==> config.mk <==
export PLATFORM = sky130hd
export DESIGN_NAME = button_input
export DESIGN_NICKNAME = d
export VERILOG_FILES = /design/src/rtl/button_input.sv
export SDC_FILE = /design/constraint.sdc
export NUM_CORES = 1
export LEC_CHECK = 0
export ABC_AREA = 0
export CAP_MARGIN = 20
export CORE_MARGIN = 2
export CORE_UTILIZATION = 55
export DETAILED_ROUTE_END_ITERATION = 10
export PLACE_DENSITY = 0.83
export SYNTH_ARGS = -nofsm -noshare
export SYNTH_HDL_FRONTEND = slang
export SYNTH_SLANG_ARGS = --single-unit
==> constraint.sdc <==
create_clock -name _i_clk -period 1.82 [get_ports _i_clk]
set_input_delay 0.182 -clock _i_clk [delete_from_list [all_inputs] [get_ports _i_clk]]
set_output_delay 0.182 -clock _i_clk [all_outputs]
set_load 0.05 [all_outputs]
==> src/rtl/button_input.sv <==
// Conditions raw active-low buttons into debounced levels plus press/release/event pulses.
// Optional auto-repeat on held buttons is enabled by defining BUTTON_INPUT_AUTO_REPEAT_EN.
module button_input #(
    parameter int N_BTN           = 4,
    parameter int DEBOUNCE_CYCLES = 16000,
    parameter int REPEAT_DELAY    = 4000000,
    parameter int REPEAT_PERIOD   = 1600000,
    parameter int CNT_W           = 23
) (
    input  logic                 _i_clk,
    input  logic                 _i_rst,
    input  logic [N_BTN-1:0]     _i_btn,
    output logic [3*N_BTN-1:0]   __output
);

    localparam logic [CNT_W-1:0] DB_LAST = CNT_W'(DEBOUNCE_CYCLES - 1);

`ifdef BUTTON_INPUT_AUTO_REPEAT_EN
    localparam logic [CNT_W-1:0] RD_LAST = CNT_W'(REPEAT_DELAY - 1);
    localparam logic [CNT_W-1:0] RP_LAST = CNT_W'(REPEAT_PERIOD - 1);

    typedef enum logic [1:0] {
        RPT_IDLE,
        RPT_DELAY,
        RPT_REPEAT
    } rpt_state_t;
`endif

    logic [N_BTN-1:0] sync_a;
    logic [N_BTN-1:0] sync_b;
    logic [N_BTN-1:0] level_v;
    logic [N_BTN-1:0] event_v;
    logic [N_BTN-1:0] release_v;

    // Inversion happens before the synchroniser so everything downstream sees 1 = pressed.
    always_ff @(posedge _i_clk) begin
        if (_i_rst) begin
            sync_a <= '0;
            sync_b <= '0;
        end else begin
            sync_a <= ~_i_btn;
            sync_b <= sync_a;
        end
    end

    for (genvar i = 0; i < N_BTN; i++) begin : g_btn
        logic [CNT_W-1:0] db_cnt;
        logic [CNT_W-1:0] db_cnt_nxt;
        logic             level;
        logic             level_nxt;
        logic             rise;
        logic             fall;
        logic             rpt_fire;
        logic             evt;
        logic             rel;

        always_comb begin
            level_nxt  = level;
            db_cnt_nxt = '0;
            if (sync_b[i] != level) begin
                if (db_cnt == DB_LAST) begin
                    level_nxt = sync_b[i];
                end else begin
                    db_cnt_nxt = db_cnt + 1'b1;
                end
            end
        end

        assign rise = level_nxt & ~level;
        assign fall = level & ~level_nxt;

`ifdef BUTTON_INPUT_AUTO_REPEAT_EN
        rpt_state_t       state;
        rpt_state_t       state_nxt;
        logic [CNT_W-1:0] rpt_cnt;
        logic [CNT_W-1:0] rpt_cnt_nxt;

        always_ff @(posedge _i_clk) begin
            if (_i_rst) begin
                state   <= RPT_IDLE;
                rpt_cnt <= '0;
            end else begin
                state   <= state_nxt;
                rpt_cnt <= rpt_cnt_nxt;
            end
        end

        // Looking at level_nxt lets a release abort the FSM on the very edge the release pulse fires.
        always_comb begin
            state_nxt   = state;
            rpt_cnt_nxt = rpt_cnt;
            rpt_fire    = 1'b0;
            if (!level_nxt) begin
                state_nxt   = RPT_IDLE;
                rpt_cnt_nxt = '0;
            end else begin
                case (state)
                    RPT_IDLE: begin
                        if (rise) begin
                            state_nxt   = RPT_DELAY;
                            rpt_cnt_nxt = '0;
                        end
                    end
                    RPT_DELAY: begin
                        if (rpt_cnt == RD_LAST) begin
                            rpt_fire    = 1'b1;
                            rpt_cnt_nxt = '0;
                            state_nxt   = RPT_REPEAT;
                        end else begin
                            rpt_cnt_nxt = rpt_cnt + 1'b1;
                        end
                    end
                    RPT_REPEAT: begin
                        if (rpt_cnt == RP_LAST) begin
                            rpt_fire    = 1'b1;
                            rpt_cnt_nxt = '0;
                        end else begin
                            rpt_cnt_nxt = rpt_cnt + 1'b1;
                        end
                    end
                    default: begin
                        state_nxt   = RPT_IDLE;
                        rpt_cnt_nxt = '0;
                    end
                endcase
            end
        end
`else
        assign rpt_fire = 1'b0;
`endif

        // Pulses are registered alongside level so they line up with the level transition.
        always_ff @(posedge _i_clk) begin
            if (_i_rst) begin
                db_cnt <= '0;
                level  <= 1'b0;
                evt    <= 1'b0;
                rel    <= 1'b0;
            end else begin
                db_cnt <= db_cnt_nxt;
                level  <= level_nxt;
                evt    <= rise | rpt_fire;
                rel    <= fall;
            end
        end

        assign level_v[i]   = level;
        assign event_v[i]   = evt;
        assign release_v[i] = rel;
    end

    assign __output = {release_v, event_v, level_v};

endmodule

# Word level (Yosys, flattened, before mapping)
# Cells that the tools add are included.
op_classes:
  muxes: 8
  bitwise_logic: 21
  addsub: 4
  n_reduce_logical: 4
  eq_ne: 8
ops:
  columns: ["operator", "n"]
  rows:
  - ["$add 23x1->23 const B", 4]
  - ["$eq 23x14->1 const B", 4]
  - ["$not 1->1", 12]
  - ["$reduce_or 3->1", 4]
  - ["$and 1x1->1", 8]
  - ["$mux 1", 8]
  - ["$ne 1x1->1", 4]
  - ["$not 4->4", 1]
word_totals:
  out_inout_bits: 12
  ff_bits: 112

# Longest topological paths before layout
logic_depth:
  ltp_word: 5
  ltp_mapped: 6
  ltp_nobuf: 5

# Least setup slack after synthesis
# No wires, ideal clock.
synth_path:
  path_kind: "reg-to-reg"
  from: "register g_btn[3].db_cnt[0]"
  to: "register g_btn[3].db_cnt[22]"
  t_arrival_ns: 1.816
  n_path_buf: 1
  path_slack_ns: -0.062
  path_stages_with_launch: 7
  setup_time_ns: 0.066
  required_time_ns: 1.754
  path_cell_list: "dfxtp_1 ha_1 nand2_1 or4_1 buf_2 or4_4 a21oi_2"
synth_via:
  elab_chain_cells: 2
synth_lines:
  columns: ["item", "line_no", "rtl"]
  rows:
  - ["start, declared", "47", "logic [CNT_W-1:0] db_cnt;"]
  - ["start signal, assigned", "140", "db_cnt <= db_cnt_nxt;"]
  - ["branches (longest 2 deep; another with $add 23x1->23)", null, null]
# Parallel ways; which one is timed is not known.
# A chain may end at the register's enable or synchronous reset.

# Worst setup path after layout
layout_path:
  from: "register g_btn[3].db_cnt[6]"
  to: "register g_btn[3].db_cnt[18]"
# The elaborated chain is that of the path after synthesis.

==> run summary <==
Status = finished clean
DRC viols = 0
Final wirelength = 10,300 um
Final ANT Viol Nets = 0
Pwr per Cell Area = 735 nW/um2
Maximum root-to-sink buffer count = 2
ANT cells = 0
Initial Utilization = 56.6%
Worst Setup Start Kind = register
Asr flop ratio synth = 0%
DRT Pass-1 Iters = 6
Tcrit/Tclk final = 97.3%
Via density = 5.90
CTS tree = yes
Synth Area per Inst = 8.72 um2
CP Cell Sequence = nand4_1 -> buf_4 -> or3_2 -> o21ai_4 -> buf_6 -> a21oi_1
Design Area, Final = 5720 um2
Die H = 98.7 um
Cell family with most CP delay = simple AND/OR/NAND/NOR gates
EDFF count, synth = 0
Core Area = 8720 um2
Seq/Total Area, Yosys = 45.4%
Port buffer count = 17
Worst-Skew Late Latency = 0.38 ns
Internal power = 3.29 mW
H-tree Lvls = 3
Setup crit end kind = register
Max-cap violation count = 0
Slew Limit Fails = 0
Placed instance area = 5400 um2
Max Clk Rate = 565 MHz
Iteration-0 DRC Markers = 156
Cell Area, Synth = 4940 um2
Post-layout minimum cycle time = 1.77 ns
Seq pwr share = 58.7%
Share of cells above drive strength 1 = 14.5%
Final Skew = 0.00863 ns
Layout net count = 618
Gpl congestion = 0.836
CP max-delay cell = or3_2
Hold Crit Depth = 2
Sink Count = 112
Worst-Margin Slew = 0.504 ns
Gr ovfl total = 0
Layout area overhead = 15.8%
Drt wl/cell = 14.3 um
Final Hold Fails = 0
Peak VDD IR = 435 uV
Die ar. = 9750 um2
Mapped Nets = 576
Root Driver = clkbuf_8
Die Wd = 98.7 um
Slew headroom = 66.3%
Post-synth top flop = dfxtp_1
Kind of critical path = reg2reg
Std cell rows = 34
Crit path max fanout = 12
RSZ-0062 raised after global routing = yes
Critical path depth = 6
Net Sw Frac = 21.8%
Worst min-delay path class = in2reg
Combinational fraction of design power = 1.6%
Synthesized flop and latch total = 112
Clock-pin slew on the worst setup and hold paths = 0.11 ns
Fillers = 694
WP buf/inv = 2
Global-route wire length before repair = 17,700 um
Cells on worst reg2reg path = 6
Yosys Warn Count = 0
Number of I/O pins = 18
Initial antenna violation count = 0
Post-synthesis cell count = 566
Vias in the first global route = 3,992
GRT Total Usage = 21.8%
Synth cell types = 33
Worst EP required = 2.09 ns
Static Leak = 1.82 nW
Net switching power = 0.915 mW
Clock share of power = 39.8%
Total power draw = 4.20 mW
Largest net degree at the start of global routing = 22
Data arrival time of the critical path = 2.04 ns
Post-DP HPWL = 7140 um
CP peak stage delay = 0.47 ns
Routed vias = 4,253
Endpoints failing setup = 0
Num CTS Buffers = 9
[state kept, by name, indices dropped and copies added, names as in the netlist]
register,count
sync_a,4
g_btn.level,4
g_btn.db_cnt,92
g_btn.evt,4
sync_b,4
g_btn.rel,4
[cell type report]
cell class / instances / area [um2] / share of cell area [%]
clock buffers: 10 / 128 / 2.23
inverters: 11 / 41.3 / 0.722
repair buffers: 64 / 533 / 9.32
well taps: 108 / 135 / 2.36
flip-flops and latches: 112 / 2250 / 39.4
multi-input cells: 410 / 2530 / 44.2
clock inverters: 6 / 97.6 / 1.71
[routing by layer]
layer | GRT usage [%] | routed length [um] | vias up
met2 | 38.0 | 5180 | 91
met4 | 8.01 | 209 | 0
met5 | 0 | 0 | -
met3 | 4.96 | 352 | 19
met1 | 26.3 | 4610 | 2019
li1 | - | - | 2124
[placed cells by master (no fill, tap or decap), types with 7 or more instances in the layout]
cell / Yosys / final
o21ai_0: 22 / 18
nor4_1: 20 / 20
nand3_1: 31 / 31
xnor2_1: 26 / 26
dfxtp_1: 112 / 104
nand2b_1: 8 / 8
nor2_1: 61 / 61
o31ai_1: 17 / 17
and3_1: 10 / 10
and2_1: 7 / 7
xor2_1: 25 / 25
dfxtp_2: 0 / 7
or3_1: 20 / 18
nand4_1: 29 / 29
and4_1: 9 / 8
a21oi_1: 38 / 38
buf_4: 12 / 45
inv_1: 11 / 11
nor3_1: 12 / 12
or4_1: 20 / 17
clkdlybuf4s50_1: 0 / 16
clkbuf_8: 0 / 9
nand2_1: 31 / 30
[timing repair]
| action | 4_1_cts | 5_1_grt |
|---|---|---|
| gates resized for setup | 2 | 21 |
| hold buffers | 0 | 0 |
| pin swaps | 0 | 5 |
| endpoints found under the setup margin | 2 | 40 |
| buffers inserted | 0 | 3 |
[final timing paths]
check,from,slack [ns],endpoint
worst max-delay path,g_btn[3].db_cnt[6]$_SDFF_PP0_,0.05,g_btn[3].db_cnt[18]$_SDFF_PP0_
worst min-delay path,_i_btn[2],0.35,sync_a[2]$_SDFF_PP0_
worst max register to register,g_btn[3].db_cnt[6]$_SDFF_PP0_,0.05,g_btn[3].db_cnt[18]$_SDFF_PP0_
worst min register to register,g_btn[3].db_cnt[0]$_SDFF_PP0_,0.43,g_btn[3].db_cnt[0]$_SDFF_PP0_
[Yosys cell counts, types with 5 or more instances]
library cell	count	area, um2
nand2b_1	8	50.1
and3_1	10	62.6
o21ai_0	22	110
o31ai_1	17	128
dfxtp_1	112	2240
buf_2	9	45.0
nor3_1	12	60.1
and4_1	9	78.8
nand2_1	31	116
nor2b_1	5	31.3
and2_1	7	43.8
or3_1	20	125
buf_4	12	90.1
clkbuf_1	12	45.0
inv_1	11	41.3
xnor2_1	26	228
nand3_1	31	155
nor4_1	20	125
nand4_1	29	181
or4_1	20	150
a21oi_1	38	190
xor2_1	25	219
nor2_1	61	229
[power groups by stage]
| stage | clock, mW | sequential (mW) | combinational, mW |
|---|---|---|---|
| 5_1_grt | 1.80 | 2.47 | 0.0715 |
| 6_report | 1.67 | 2.47 | 0.0659 |
| 4_1_cts | 1.70 | 2.47 | 0.0641 |
| 2_1_floorplan | 0 | 2.52 | 0.0309 |
| 3_5_place_dp | 0 | 2.52 | 0.0634 |
| 3_3_place_gp | 0 | 2.52 | 0.0620 |
[cell families (layout without fill, tap and decap cells)]
logic type	Yosys count	count (layout)	share of synthesized area [%]
AOI/OAI and AO/OA	82	82	9.56
DFF	112	112	45.4
adders and majority gates	4	4	1.01
and+or+nand+nor	273	273	30.5
xor gates and xnor gates	51	51	9.05
buffers and inverters	44	91	4.49
[metrics by stage]
step           utilization [%]  instances  TNS (ns)  hold slack [ns]  worst slack, ns
5_1_grt                   65.6        721    -0.361            0.336          -0.0399
4_1_cts                   64.6        718         0            0.325          0.00322
2_1_floorplan                -        566         0            0.254           0.0374
6_report                  65.6        721         0            0.349           0.0500
3_3_place_gp              61.9        702         0            0.423           0.0271
3_5_place_dp              61.9        702   -0.0300            0.425          -0.0300
[worst register-to-register path, cell delays in order (launching register included)]
cell and delay, ns:
dfxtp_1 0.37, nand4_1 0.17, buf_4 0.21, or3_2 0.47, o21ai_4 0.21, buf_6 0.18, a21oi_1 0.06
Power figures use the tool's default switching activity.
